### config.mk
export PLATFORM = sky130hd
export DESIGN_NAME = axi_wdata_router
export DESIGN_NICKNAME = d
export VERILOG_FILES = /design/src/rtl/axi_wr_pkg.sv /design/src/rtl/route_fifo.sv /design/src/rtl/axi_wdata_router.sv
export SDC_FILE = /design/constraint.sdc
export NUM_CORES = 1
export LEC_CHECK = 0
export ABC_AREA = 1
export ABC_CLOCK_PERIOD_IN_PS = 3100
export CAP_MARGIN = 0
export CORE_ASPECT_RATIO = 0.5
export CORE_MARGIN = 2
export CORE_UTILIZATION = 32
export CTS_CLUSTER_DIAMETER = 50
export DETAILED_ROUTE_END_ITERATION = 16
export HOLD_SLACK_MARGIN = 0.15
export PLACE_DENSITY = 0.8
export SLEW_MARGIN = 10
export SYNTH_ARGS = -nofsm -noshare
export SYNTH_HDL_FRONTEND = slang
export SYNTH_SLANG_ARGS = --single-unit
### constraint.sdc
create_clock -name clk -period 3.1 [get_ports clk]
set_input_delay 0.93 -clock clk [delete_from_list [all_inputs] [get_ports clk]]
set_output_delay 0.93 -clock clk [all_outputs]
set_load 0.05 [all_outputs]
### src/rtl/axi_wr_pkg.sv
// Shared defaults and helpers for the AXI write-data router.
package axi_wr_pkg;
   localparam int NUM_SLAVES_DEF  = 3;
   localparam int ROUTE_DEPTH_DEF = 4;
   localparam int DATA_BITS_DEF   = 32;

   // One extra code point is reserved for the default (decode-error) slave.
   function automatic int slv_width(input int num_slaves);
      return $clog2(num_slaves + 1);
   endfunction
endpackage

### src/rtl/route_fifo.sv
// Route queue: holds the destination of each accepted AW until its W burst completes.
module route_fifo #(
   parameter int WIDTH = 2,
   parameter int DEPTH = 4,
   localparam int PW   = $clog2(DEPTH)
) (
   input  logic             clk,
   input  logic             rst,
   input  logic             push,
   input  logic [WIDTH-1:0] din,
   input  logic             pop,
   output logic [WIDTH-1:0] head,
   output logic             full,
   output logic             empty,
   output logic [PW:0]      count,
   output logic             ovf
);
   logic [WIDTH-1:0] mem [DEPTH];
   logic [PW-1:0]    wr_ptr;
   logic [PW-1:0]    rd_ptr;
   logic             push_ok;
   logic             pop_ok;

   assign full    = (count == (PW+1)'(DEPTH));
   assign empty   = (count == '0);
   assign head    = mem[rd_ptr];
   // A pop in the same cycle frees the slot, so a push while full is still legal.
   assign push_ok = push && (!full || pop);
   assign pop_ok  = pop && !empty;

   always_ff @(posedge clk) begin
      if (push_ok) mem[wr_ptr] <= din;
   end

   always_ff @(posedge clk or posedge rst) begin
      if (rst) begin
         wr_ptr <= '0;
         rd_ptr <= '0;
         count  <= '0;
         ovf    <= 1'b0;
      end else begin
         if (push_ok) wr_ptr <= wr_ptr + 1'b1;
         if (pop_ok)  rd_ptr <= rd_ptr + 1'b1;
         case ({push_ok, pop_ok})
            2'b10:   count <= count + 1'b1;
            2'b01:   count <= count - 1'b1;
            default: count <= count;
         endcase
         if (push && full && !pop) ovf <= 1'b1;
      end
   end
endmodule

### src/rtl/axi_wdata_router.sv
// Steers the master W channel to the slave chosen by the oldest outstanding AW.
module axi_wdata_router
   import axi_wr_pkg::*;
#(
   parameter int  NUM_SLAVES  = NUM_SLAVES_DEF,
   parameter int  ROUTE_DEPTH = ROUTE_DEPTH_DEF,
   parameter int  DATA_BITS   = DATA_BITS_DEF,
   localparam int STRB_BITS   = DATA_BITS / 8,
   localparam int SLV_W       = slv_width(NUM_SLAVES)
) (
   input  logic                            clk,
   input  logic                            rst,
   input  logic                            aw_push,
   input  logic [SLV_W-1:0]                aw_slv,
   output logic                            aw_full,
   input  logic [DATA_BITS-1:0]            wdata_m,
   input  logic [STRB_BITS-1:0]            wstrb_m,
   input  logic                            wlast_m,
   input  logic                            wvalid_m,
   output logic                            wready_m,
   output logic [NUM_SLAVES*DATA_BITS-1:0] wdata_s,
   output logic [NUM_SLAVES*STRB_BITS-1:0] wstrb_s,
   output logic [NUM_SLAVES-1:0]           wlast_s,
   output logic [NUM_SLAVES-1:0]           wvalid_s,
   input  logic [NUM_SLAVES-1:0]           wready_s,
   output logic                            derr_done,
   output logic                            ovf_err
);
   localparam int PW = $clog2(ROUTE_DEPTH);

   logic [SLV_W-1:0] head;
   logic             empty;
   logic             full;
   logic [PW:0]      count;
   logic             dflt_sel;
   logic             pop;

   route_fifo #(.WIDTH(SLV_W), .DEPTH(ROUTE_DEPTH)) u_fifo (
      .clk   (clk),
      .rst   (rst),
      .push  (aw_push),
      .din   (aw_slv),
      .pop   (pop),
      .head  (head),
      .full  (full),
      .empty (empty),
      .count (count),
      .ovf   (ovf_err)
   );

   assign aw_full = full;
   assign wdata_s = {NUM_SLAVES{wdata_m}};
   assign wlast_s = {NUM_SLAVES{wlast_m}};
   assign pop     = wvalid_m && wready_m && wlast_m;

   // Any head index past the real slaves is treated as the default slave.
   always_comb begin
      wready_m = 1'b0;
      wvalid_s = '0;
      wstrb_s  = '0;
      dflt_sel = 1'b0;
      if (!empty) begin
         dflt_sel = (head >= SLV_W'(NUM_SLAVES));
         if (dflt_sel) wready_m = 1'b1;
         for (int i = 0; i < NUM_SLAVES; i++) begin
            if (head == SLV_W'(i)) begin
               wvalid_s[i]                          = wvalid_m;
               wready_m                             = wready_s[i];
               wstrb_s[i*STRB_BITS +: STRB_BITS]    = wstrb_m;
            end
         end
      end
   end

   always_ff @(posedge clk or posedge rst) begin
      if (rst) derr_done <= 1'b0;
      else     derr_done <= pop && dflt_sel;
   end
endmodule

==> results_dict.tcl <==
set metrics [dict create \
    io_buffer_count 35 \
    multi_input_area_sq_um 539 \
    antenna_cells 0 \
    cts_hold_buf 0 \
    synth_ff_type "dfrtp_1" \
    fin_setup_tns_ns 0 \
    final_core_util 0.327 \
    wirelength_um 3150 \
    grt_max_degree 10 \
    rsz0062_at_grt "false" \
    fin_crit_ns 2.84 \
    drcViolationCount 0 \
    ys_async_sr_fraction 0.529 \
    yosysWarnings 0 \
    drive_gt1_frac 0.298 \
    cts.sinks 17 \
    hold_end "u_fifo.ovf" \
    yosys_register_bits 17 \
    syn-instance-count 227 \
    antenna_found_initial 0 \
    dieArea_sq_um 6350 \
    cts_resized 0 \
    initial_core_util 0.332 \
    cts-root-buf "clkbuf_16" \
    crit_fanout 3 \
    leakage_nw 0.811 \
    clk_transition_reported_paths_ns 0.05 \
    synth_area_leaders "buf_4 (41%), edfxtp_1 (13%), dfrtp_1 (12%), nand2_1 (6.2%), inv_1 (3.5%)" \
    critPathArrivalTime_ns 1.91 \
    tritoncts "built" \
    area_delta_synth_final_pct -1.51 \
    dr.pass1.iters 4 \
    required_ns 2.17 \
    grt.total_usage 0.101 \
    crit_type "primary input to primary output" \
    grt_pass1_vias 1089 \
    p_per_area_nw_per_um2 1130 \
    synth_cell_types 21 \
    slew_headroom 0.557 \
    yosysTopAreaCellShare 0.408 \
    finalHoldViolCount 0 \
    dp_hpwl_um 2630 \
    end_kind "primary output" \
    cts-htree-levels 1 \
    drv_slew 0 \
    finalCritPeriodShare 0.915 \
    slowest_stage "clkdlybuf4s50_1" \
    yosysSeqAreaShare 0.255 \
    design.core.area_sq_um 5490 \
    yosysTopAreaCell "buf_4" \
    routedWlPerCell_um 13.0 \
    synth_edf_count 8 \
    clk_latency_ns 0.25 \
    syn_area_per_cell_sq_um 8.03 \
    path_cells "clkdlybuf4s50_1 -> nand2_1 -> nor2_1 -> buf_12" \
    fp.dieH_um 57.4 \
    overflow 0 \
    routed_via_density 4.13 \
    rrSetupSlack_ns 0.59 \
    synth_fp_nets 279 \
    grt_first_pass_wirelength_um 5010 \
    synth_common_cells "buf_4 (99), nand2_1 (30), inv_1 (17), nor2_1 (17), nand2_2 (10)" \
    cts_buffers 3 \
    seq_area_sq_um 465 \
    setup-violations-final 0 \
    min_from "u_fifo.ovf" \
    fmax_mhz 352 \
    rr_worst_depth 17 \
    synth.most_common_cell "buf_4" \
    clk_path_buf_depth 2 \
    status "finished, final reports clean" \
    critPathTopFamily "buffers and inverters" \
    hp-class "flop to flop" \
    rr_endpoint "u_fifo.count[2]" \
    holdPathStages 1 \
    dr_total_vias 995 \
    rows 19 \
    slowest_delay_ns 0.47 \
    fill_cells 546 \
    r2r-start "u_fifo.rd_ptr[0]" \
    gp_congestion 0.770 \
    path_buf_inv 2 \
    synthesis.area_sq_um 1820 \
    io_pins 164 \
    ir_worst_vdd_uv 322 \
    fp.dieW_um 111 \
    post-cts-setup-buffer-count 0 \
    first_iter_violations 49 \
    fin_nets 221 \
    skew_ns 0.00191 \
    final_antenna_net_count 0 \
    maxCapViolations 0 \
    start_kind "primary input" \
    tightest_slew_ns 0.660 \
]
[worst max path at each step]
stage | from | cells after the start | to | slack [ns]
2_1_floorplan | u_fifo.count[0] | 10 | u_fifo.count[2] | 0.08
3_3_place_gp | wready_s[2] | 14 | u_fifo.count[2] | 0.16
3_5_place_dp | wready_s[2] | 15 | u_fifo.count[2] | 0.1
4_1_cts | wstrb_m[3] | 4 | wstrb_s[3] | 0.25
5_1_grt | wready_s[1] | 15 | u_fifo.count[2] | 0.16
6_report | wvalid_m | 4 | wvalid_s[1] | 0.26
[metal layers]
metal  GRT usage  routed length, um  vias up
li1            -                  -      475
met3      0.0457                280        5
met4      0.0750                 53        0
met2       0.171               1680       49
met1      0.0999               1140      466
met5           0                  0        -
[registers in the layout (all words and copies together), names as in the netlist]
register / cells
u_fifo.rd_ptr: 2
u_fifo.count: 3
u_fifo.wr_ptr: 2
u_fifo.ovf: 1
derr_done: 1
u_fifo.mem: 8
[report_power, final]
part	internal, mW	switching (mW)	leakage [nW]
combinational	0.538	0.854	0.592
sequential	0.317	0.0675	0.180
clock	0.175	0.0858	0.0382
[stage by stage]
stage | hold WS (ns) | std cells | power, mW | area, sq um | setup slack (ns)
3_5_place_dp | 0.469 | 237 | 1.80 | 1720 | 0.0987
4_1_cts | 0.482 | 241 | 2.06 | 1800 | 0.250
6_report | 0.481 | 241 | 2.04 | 1800 | 0.262
5_1_grt | 0.504 | 241 | 2.15 | 1800 | 0.162
3_3_place_gp | 0.461 | 237 | 1.75 | 1720 | 0.157
2_1_floorplan | 0.460 | 227 | 1.55 | 1820 | 0.0774
[final cells by class]
class | instances | area share
inverter | 20 | 0.0418
multi-input combinational | 91 | 0.300
tap | 73 | 0.0509
timing repair buffer | 36 | 0.304
sequential | 17 | 0.259
clock buffer | 4 | 0.0439
[cell usage in the layout, fill, tap and decap left out]
cell type	Yosys	final
o21ai_0	2	2
clkbuf_16	0	3
nor2_2	4	4
nor3_1	2	2
clkbuf_1	0	1
inv_1	17	17
dfrtp_1	9	9
buf_4	99	2
buf_12	0	19
nor2_1	17	17
xor2_1	2	2
xnor2_1	1	1
clkdlybuf4s50_1	0	15
nand2_4	2	2
nand3_1	7	7
nand3_2	5	5
nand2_2	10	10
inv_2	3	3
nand2_8	1	1
nor2_4	1	1
nand2_1	30	30
edfxtp_1	8	8
fa_1	1	1
ha_1	5	5
o21bai_1	1	1
[cell families after synthesis]
group / Yosys count / share of synthesized area
flip-flops: 17 / 0.255
buffers and inverters: 119 / 0.449
AND/OR/NAND/NOR: 79 / 0.226
XOR/XNOR: 3 / 0.0144
adder cells (fa/ha/maj): 6 / 0.0453
AO/OA/AOI/OAI: 3 / 0.00961
No activity file was read; power rests on OpenSTA's default activity.
